[src/rtl/kyber_pkg.sv]
// -----------------------------------------------------------------------------
// kyber_pkg
// Shared constants and types for the Kyber polynomial datapath.
//   - Ring constants (modulus, coefficient/word counts, NTT layer count).
//   - Bit positions inside the 10-bit butterfly control bundle bf_ctrl:
//       {flag_add,flag_sub0,flag_sub1,flag_mix0,flag_mix1,flag_m,
//        sel0_a0,sel1_a0,sel_a1,sel_s0}
//   - State encoding of the NTT layer/address scheduler FSM.
// -----------------------------------------------------------------------------
package kyber_pkg;

   localparam int KYBER_Q  = 3329;
   localparam int N_COEF   = 256;
   localparam int N_WORD   = 128;   // two 12-bit coefficients per 24-bit word
   localparam int N_LAYER  = 7;
   localparam int N_BFLY   = 64;    // word-pair butterflies per layer
   localparam int CTRL_W   = 10;

   // bf_ctrl bit positions (MSB first)
   localparam int BF_FLAG_ADD  = 9;
   localparam int BF_FLAG_SUB0 = 8;
   localparam int BF_FLAG_SUB1 = 7;
   localparam int BF_FLAG_MIX0 = 6;
   localparam int BF_FLAG_MIX1 = 5;
   localparam int BF_FLAG_M    = 4;
   localparam int BF_SEL0_A0   = 3;
   localparam int BF_SEL1_A0   = 2;
   localparam int BF_SEL_A1    = 1;
   localparam int BF_SEL_S0    = 0;

   typedef enum logic [1:0] {
      ST_IDLE  = 2'd0,
      ST_ISSUE = 2'd1,
      ST_DRAIN = 2'd2,
      ST_DONE  = 2'd3
   } sched_state_t;

endpackage

[src/rtl/sched_delay.sv]
// -----------------------------------------------------------------------------
// sched_delay
// Fixed-depth shift register with synchronous active-high reset. Used to align
// butterfly control with returning RAM data and to delay the write-back
// strobe/addresses by the full read + butterfly latency.
// Ports:
//   clk  in           clock
//   rst  in           synchronous reset, clears every stage
//   d    in  [WIDTH]  value entering the line
//   q    out [WIDTH]  value delayed by DEPTH cycles (DEPTH >= 1)
// -----------------------------------------------------------------------------
module sched_delay #(
   parameter int WIDTH = 1,
   parameter int DEPTH = 1
) (
   input  logic             clk,
   input  logic             rst,
   input  logic [WIDTH-1:0] d,
   output logic [WIDTH-1:0] q
);

   logic [WIDTH-1:0] stage [DEPTH];

   always_ff @(posedge clk) begin
      if (rst) begin
         for (int i = 0; i < DEPTH; i++) stage[i] <= '0;
      end else begin
         stage[0] <= d;
         for (int i = 1; i < DEPTH; i++) stage[i] <= stage[i-1];
      end
   end

   assign q = stage[DEPTH-1];

endmodule

[src/rtl/ntt_sched.sv]
// -----------------------------------------------------------------------------
// ntt_sched
// Layer/address scheduler for the Kyber NTT/INTT, feeding a dual-lane
// butterfly. Each issue cycle emits one RAM word pair plus a twiddle index;
// write-back strobe/addresses follow after RD_LAT+BF_LAT cycles. Each layer
// issues 64 butterflies and then drains the pipeline before the next layer.
//
// Optional build macro: NTT_SCHED_CYCLE_CNT_EN adds the cyc_cnt output
// (cycles spent busy in the last/current run).
//
// Ports:
//   clk, rst             clock, synchronous active-high reset
//   start, mode          start pulse (ignored unless idle); 0 = NTT, 1 = INTT
//   busy, done           run in progress; one-cycle pulse after last write
//   rd_en, rd_addr_a/b   RAM read strobe and word pair
//   tw_addr              twiddle ROM index
//   bf_ctrl              butterfly flag bundle aligned with read data
//   wr_en, wr_addr_a/b   write-back strobe and destination words
//   cyc_cnt              (macro only) busy-cycle performance probe
// -----------------------------------------------------------------------------
module ntt_sched
   import kyber_pkg::*;
#(
   parameter int                RD_LAT    = 1,
   parameter int                BF_LAT    = 7,
   parameter logic [CTRL_W-1:0] CTRL_NTT  = 10'b0,
   parameter logic [CTRL_W-1:0] CTRL_INTT = 10'b0
) (
   input  logic              clk,
   input  logic              rst,
   input  logic              start,
   input  logic              mode,
   output logic              busy,
   output logic              done,
   output logic              rd_en,
   output logic [6:0]        rd_addr_a,
   output logic [6:0]        rd_addr_b,
   output logic [6:0]        tw_addr,
   output logic [CTRL_W-1:0] bf_ctrl,
   output logic              wr_en,
   output logic [6:0]        wr_addr_a,
   output logic [6:0]        wr_addr_b
`ifdef NTT_SCHED_CYCLE_CNT_EN
   ,
   output logic [15:0]       cyc_cnt
`endif
);

   localparam int DRAIN_LEN = RD_LAT + BF_LAT;
   localparam int DW        = $clog2(DRAIN_LEN + 1);

   // Word address of the first element of butterfly b in layer l:
   // distance d = 64>>l, group g = b>>(6-l), offset o = b & (d-1),
   // addr = g*2d + o. 2d is a power of two, so the product is a shift.
   function automatic logic [6:0] word_a(input logic [2:0] l, input logic [5:0] b);
      logic [6:0] bb, d, g;
      bb = {1'b0, b};
      d  = 7'd64 >> l;
      g  = bb >> (3'd6 - l);
      return (g << (3'd7 - l)) | (bb & (d - 7'd1));
   endfunction

   function automatic logic [6:0] word_dist(input logic [2:0] l);
      return 7'd64 >> l;
   endfunction

   // Forward: (1<<l) + g. Inverse: (2<<l) - 1 - g. For l = 6 the term 2<<6
   // is 128, which is 0 modulo 2^7; the 7-bit difference is still exact.
   function automatic logic [6:0] tw_index(input logic inv, input logic [2:0] l,
                                           input logic [5:0] b);
      logic [6:0] g;
      g = {1'b0, b} >> (3'd6 - l);
      if (inv) return (7'd2 << l) - 7'd1 - g;
      else     return (7'd1 << l) + g;
   endfunction

   sched_state_t    state, state_n;
   logic [5:0]      b_cnt, b_n;      // butterfly index within the layer
   logic [2:0]      k_cnt, k_n;      // layer step 0..6 (layer = k or 6-k)
   logic [DW-1:0]   dr_cnt, dr_n;    // drain cycle counter
   logic            mode_q, mode_n;
   logic [2:0]      layer_n;
   logic            issue_n;

   // ---------------- state register ----------------
   always_ff @(posedge clk) begin
      if (rst) begin
         state  <= ST_IDLE;
         b_cnt  <= '0;
         k_cnt  <= '0;
         dr_cnt <= '0;
         mode_q <= 1'b0;
      end else begin
         state  <= state_n;
         b_cnt  <= b_n;
         k_cnt  <= k_n;
         dr_cnt <= dr_n;
         mode_q <= mode_n;
      end
   end

   // ---------------- next state / decoded outputs ----------------
   always_comb begin
      state_n = state;
      b_n     = b_cnt;
      k_n     = k_cnt;
      dr_n    = dr_cnt;
      mode_n  = mode_q;
      busy    = 1'b0;
      done    = 1'b0;
      unique case (state)
         ST_IDLE: begin
            if (start) begin
               state_n = ST_ISSUE;
               b_n     = '0;
               k_n     = '0;
               dr_n    = '0;
               mode_n  = mode;
            end
         end
         ST_ISSUE: begin
            busy = 1'b1;
            if (b_cnt == 6'(N_BFLY - 1)) begin
               state_n = ST_DRAIN;
               dr_n    = '0;
            end else begin
               b_n = b_cnt + 6'd1;
            end
         end
         ST_DRAIN: begin
            busy = 1'b1;
            if (dr_cnt == DW'(DRAIN_LEN - 1)) begin
               if (k_cnt == 3'(N_LAYER - 1)) begin
                  state_n = ST_DONE;
               end else begin
                  state_n = ST_ISSUE;
                  k_n     = k_cnt + 3'd1;
                  b_n     = '0;
               end
            end else begin
               dr_n = dr_cnt + DW'(1);
            end
         end
         ST_DONE: begin
            done    = 1'b1;
            state_n = ST_IDLE;
         end
         default: state_n = ST_IDLE;
      endcase
      issue_n = (state_n == ST_ISSUE);
      layer_n = mode_n ? (3'd6 - k_n) : k_n;
   end

   // Read-side outputs are registered from the next-state view so they are
   // valid in exactly the cycles the FSM sits in ISSUE.
   always_ff @(posedge clk) begin
      if (rst) begin
         rd_en     <= 1'b0;
         rd_addr_a <= '0;
         rd_addr_b <= '0;
         tw_addr   <= '0;
      end else begin
         rd_en     <= issue_n;
         rd_addr_a <= issue_n ? word_a(layer_n, b_n) : 7'd0;
         rd_addr_b <= issue_n ? (word_a(layer_n, b_n) + word_dist(layer_n)) : 7'd0;
         tw_addr   <= issue_n ? tw_index(mode_n, layer_n, b_n) : 7'd0;
      end
   end

   // Butterfly flags line up with in0/in1, RD_LAT cycles after the read.
   logic [CTRL_W-1:0] ctrl_in;
   assign ctrl_in = rd_en ? (mode_q ? CTRL_INTT : CTRL_NTT) : '0;

   sched_delay #(.WIDTH(CTRL_W), .DEPTH(RD_LAT)) u_ctrl_dly (
      .clk (clk),
      .rst (rst),
      .d   (ctrl_in),
      .q   (bf_ctrl)
   );

   // Write-back follows the read by the full RAM + butterfly latency.
   logic [14:0] wb_q;

   sched_delay #(.WIDTH(15), .DEPTH(DRAIN_LEN)) u_wb_dly (
      .clk (clk),
      .rst (rst),
      .d   ({rd_en, rd_addr_a, rd_addr_b}),
      .q   (wb_q)
   );

   assign wr_en     = wb_q[14];
   assign wr_addr_a = wb_q[13:7];
   assign wr_addr_b = wb_q[6:0];

`ifdef NTT_SCHED_CYCLE_CNT_EN
   // Cleared on an accepted start; counts busy cycles; holds when idle.
   always_ff @(posedge clk) begin
      if (rst)                           cyc_cnt <= '0;
      else if (state == ST_IDLE && start) cyc_cnt <= '0;
      else if (busy)                     cyc_cnt <= cyc_cnt + 16'd1;
   end
`endif

endmodule
[config.mk]
export PLATFORM = sky130hd
export DESIGN_NAME = ntt_sched
export DESIGN_NICKNAME = d
export VERILOG_FILES = /design/src/rtl/kyber_pkg.sv /design/src/rtl/sched_delay.sv /design/src/rtl/ntt_sched.sv
export SDC_FILE = /design/constraint.sdc
export NUM_CORES = 1
export LEC_CHECK = 0
export BUFFER_PORTS_ARGS = -buffer_cell sky130_fd_sc_hd__buf_2
export CAP_MARGIN = 15
export CORE_UTILIZATION = 50
export DETAILED_ROUTE_END_ITERATION = 10
export GPL_ROUTABILITY_DRIVEN = 0
export PLACE_DENSITY = 0.68
export RECOVER_POWER = 100
export REMOVE_ABC_BUFFERS = 1
export SETUP_SLACK_MARGIN = 0.05
export SYNTH_ARGS = -nofsm -noshare
export SYNTH_HDL_FRONTEND = slang
export SYNTH_HIERARCHICAL = 1
export SYNTH_SLANG_ARGS = --single-unit
export TNS_END_PERCENT = 1
[constraint.sdc]
create_clock -name clk -period 6.3 [get_ports clk]
set_input_delay 0 -clock clk [delete_from_list [all_inputs] [get_ports clk]]
set_output_delay 0 -clock clk [all_outputs]
set_load 0.01 [all_outputs]
==> impl_metrics.yaml <==
run_status:
  run_status: "finished with violations"
  violations_in_the_final_reports: "max-capacitance violations, max-slew violations"
global_route:
  grt.total_usage_pct: 19.0
  vias_in_the_first_global_route: 4279
  antenna_violations_before_repair: 0
  grt_start_max_net_pins: 109
  grt.overflow.total: 0
  grt_first_pass_wirelength_um: 19700
clock_tree:
  clock_tree_from_tritoncts: "yes"
  cts_buffers: 17
  cts_root_buf: "sky130_fd_sc_hd__clkbuf_16"
  clock_path_buffers: 2
  clkLatencyLatePin_ns: 0.43
  cts.repair_timing.setup_buffer_count: 0
  cts.sink_count: 168
  cts.htree.levels: 4
  clk_pin_slew_worst_paths_ns: 0.06
routing:
  drt_wl_total_um: 11900
  viasPerCell: 5.10
  dr.first_iter.drc_count: 426
  drc: 0
  ant_nets: 0
  vias: 4611
  drtPass1Iterations: 5
  routed_wire_length_per_instance_um: 13.2
die:
  core-area_mm2: 0.0128
  top_level_ports: 53
  initial_core_util_pct: 51.8
  fp.dieH_um: 117
  die-width_um: 117
  rows: 41
  fp.dieArea_mm2: 0.0137
setup_path:
  worst-r2r-cell-count: 26
  r2r-start: "state[0]"
  critPathLaunchType: "flip-flop"
  worst-endpoint-required_ns: 6.61
  worst-r2r-setup-slack_ns: 0.63
  crit_fanout: 14
  path_class: "flip-flop to flip-flop"
  end_kind: "flip-flop"
  timing.critical_path.arrival_ns: 5.98
  timing.rr.end: "rd_addr_b[6]"
pwr:
  ir_worst_vdd_mv: 0.149
  design_power_total_w: 0.00225
  power.density_mw_per_mm2: 300
  leakage_nw: 3.13
synth:
  synth_sequential_area_ratio_pct: 50.8
  synth_top_cells_by_count: "168 x sky130_fd_sc_hd__dfxtp_1, 138 x sky130_fd_sc_hd__nor2b_1, 54 x sky130_fd_sc_hd__nor2_1"
  synth_top_area_share_pct: 50.8
  synth_edf_count: 0
  synth.yosys.warnings: 6
  synth_area_leader_cell: "sky130_fd_sc_hd__dfxtp_1"
  syn-cell-area_mm2: 0.00662
  post_synthesis_async_set_or_reset_flop_share_pct: 0
  syn-mean-instance-area_um2: 10.0
  post-synth-top-count-cell: "sky130_fd_sc_hd__dfxtp_1"
  post_synth_inst_count: 661
  synth_cell_types: 72
  ys_seq_elements: 168
  synthFlopType: "sky130_fd_sc_hd__dfxtp_1"
  synth_area_leaders: "sky130_fd_sc_hd__dfxtp_1 51%, sky130_fd_sc_hd__nor2b_1 13%, sky130_fd_sc_hd__ha_1 5.5%"
placed_design:
  total_cell_area_at_the_placement_stage_mm2: 0.00702
  buffer_ports.inserted: 52
  place.detailed.instances: 871
  dpl_wire_length_um: 7940
timing:
  period_minus_slack_ns: 5.67
  finalSetupViolCount: 0
  timing.final.crit_share_pct: 90.0
  achievable-frequency_mhz: 176
  timing.clock.skew_ns: 0.00881
  timing.hold.ws_ns: 0.193
  tns_ns: 0
  relSlewSlack_pct: -170
  rsz0062_at_grt: "no"
  maxSlewViolCount: 149
  hold_violations: 0
  worst_pin_slew_ns: 4.05
finish:
  layout-area-overhead-vs-synth_pct: 13.4
  antenna-diode-count: 0
  final_std_cell_area_no_fill_mm2: 0.00750
  filler_free_cell_count_of_the_finished_design: 904
  finalNetCount: 755
  drive_gt1_share_pct: 7.24
hold_path:
  holdCritPathClass: "primary input to flip-flop"
  worstHoldStart: "start"
  hold_end: "state[0]"
  hold-path-cell-count: 5
job:
  max_cap_viol_count: 2
-- state kept, by name, indices dropped and copies added (netlist names) --
| signal | count |
|---|---|
| u_ctrl_dly/stage | 10 |
| u_wb_dly/stage | 120 |
| rd_addr_a | 7 |
| rd_addr_b | 7 |
| b_cnt | 6 |
| dr_cnt | 4 |
| rd_en | 1 |
| state | 2 |
| tw_addr | 7 |
| k_cnt | 3 |
| mode_q | 1 |
-- placed cells by master (no fill, tap or decap), types with 6 or more instances in the layout --
cell type / n
sky130_fd_sc_hd__dfxtp_1: 168
sky130_fd_sc_hd__nor2b_1: 138
sky130_fd_sc_hd__nor2_1: 54
sky130_fd_sc_hd__clkbuf_1: 51
sky130_fd_sc_hd__a21oi_1: 31
sky130_fd_sc_hd__ha_1: 29
sky130_fd_sc_hd__nand2_1: 26
sky130_fd_sc_hd__inv_1: 21
sky130_fd_sc_hd__clkbuf_16: 17
sky130_fd_sc_hd__a21o_1: 16
sky130_fd_sc_hd__o21ai_0: 11
sky130_fd_sc_hd__nor3_1: 11
sky130_fd_sc_hd__conb_1: 10
sky130_fd_sc_hd__nand3_1: 9
sky130_fd_sc_hd__xnor2_1: 7
sky130_fd_sc_hd__xor2_1: 7
sky130_fd_sc_hd__and2_1: 6
sky130_fd_sc_hd__and3_1: 6
sky130_fd_sc_hd__a211oi_1: 6
-- final cells by class --
cell class,count,area [um^2]
inverter,24,95.1
sequential,168,3360
tap,172,215
clock inverter,15,161
multi-input combinational,450,3000
fill,1138,5270
timing repair buffer,58,241
clock buffer,17,425
-- where the power goes --
group	total [W]	switching, W	internal, W
combinational	0.000161	0.000102	0.0000586
sequential	0.00109	0.00000681	0.00108
clock	0.00101	0.000448	0.000559
total	0.00225	0.000557	0.00170
-- timing repair --
action	in CTS	in global routing
endpoints found under the setup margin	0	1
gates resized for setup	0	1
hold buffers	1	0
endpoints found under the hold margin	14	0
-- metal layers --
metal / vias up / routed length [um] / track usage [%] / part of all wire, %
met5: - / 0 / 0 / 0
met4: 0 / 407 / 10.5 / 3.4
met3: 46 / 662 / 6.39 / 5.6
met2: 148 / 5520 / 30.6 / 46
met1: 2084 / 5310 / 22.3 / 45
li1: 2333 / - / - / -
-- logic make-up (layout without fill, tap and decap cells) --
group | after synthesis | count (layout) | synth area share [%]
AND/OR/NAND/NOR | 268 | 268 | 22.4
flip-flops | 168 | 168 | 50.8
AO/OA/AOI/OAI | 118 | 118 | 13.6
buffers and inverters | 52 | 114 | 3.63
adder cells (fa/ha/maj) | 32 | 32 | 6.39
XOR/XNOR | 14 | 14 | 1.85
multiplexers | 8 | 8 | 1.27
other | 1 | 10 | 0.0566
-- worst max path at each step --
stage                  start            to  slack, ns  cells past startpoint
CTS                 state[0]  rd_addr_b[6]       0.49                     24
global placement    state[0]  rd_addr_b[6]       0.81                     26
detailed placement  state[0]  rd_addr_b[6]       0.54                     24
finish              state[0]  rd_addr_b[6]       0.63                     26
global route        state[0]  rd_addr_b[6]       0.12                     26
floorplan           state[0]  rd_addr_b[6]       0.55                     25
-- worst max-delay path, stage by stage, from the launching register on --
cell                       delay (ns)
sky130_fd_sc_hd__dfxtp_1         0.34
sky130_fd_sc_hd__inv_1           0.14
sky130_fd_sc_hd__ha_1            0.45
sky130_fd_sc_hd__mux2i_1         0.24
sky130_fd_sc_hd__a32oi_1         0.24
sky130_fd_sc_hd__and2_2          0.40
sky130_fd_sc_hd__inv_2           0.09
sky130_fd_sc_hd__ha_1            0.23
sky130_fd_sc_hd__a21o_1          0.17
sky130_fd_sc_hd__or3_1           0.36
sky130_fd_sc_hd__nand2_1         0.23
sky130_fd_sc_hd__nand2_1         0.11
sky130_fd_sc_hd__nor2_1          0.14
sky130_fd_sc_hd__inv_1           0.06
sky130_fd_sc_hd__ha_1            0.21
sky130_fd_sc_hd__xnor2_1         0.15
sky130_fd_sc_hd__or2_0           0.23
sky130_fd_sc_hd__a31oi_1         0.15
sky130_fd_sc_hd__ha_1            0.27
sky130_fd_sc_hd__nor2b_1         0.15
sky130_fd_sc_hd__o21ai_0         0.14
sky130_fd_sc_hd__nand2b_1        0.11
sky130_fd_sc_hd__a21o_1          0.19
sky130_fd_sc_hd__a21oi_1         0.18
sky130_fd_sc_hd__xnor2_1         0.10
sky130_fd_sc_hd__nor2b_1         0.15
sky130_fd_sc_hd__mux2_1          0.34
-- stage by stage --
| step | utilization, % | setup WS (ns) |
|---|---|---|
| global route | 58.8 | 0.121 |
| detailed placement | 55.0 | 0.539 |
| global placement | 55.0 | 0.811 |
| finish | 58.8 | 0.628 |
| floorplan | - | 0.549 |
| CTS | 59.7 | 0.486 |
No activity file was read; power rests on OpenSTA's default activity.
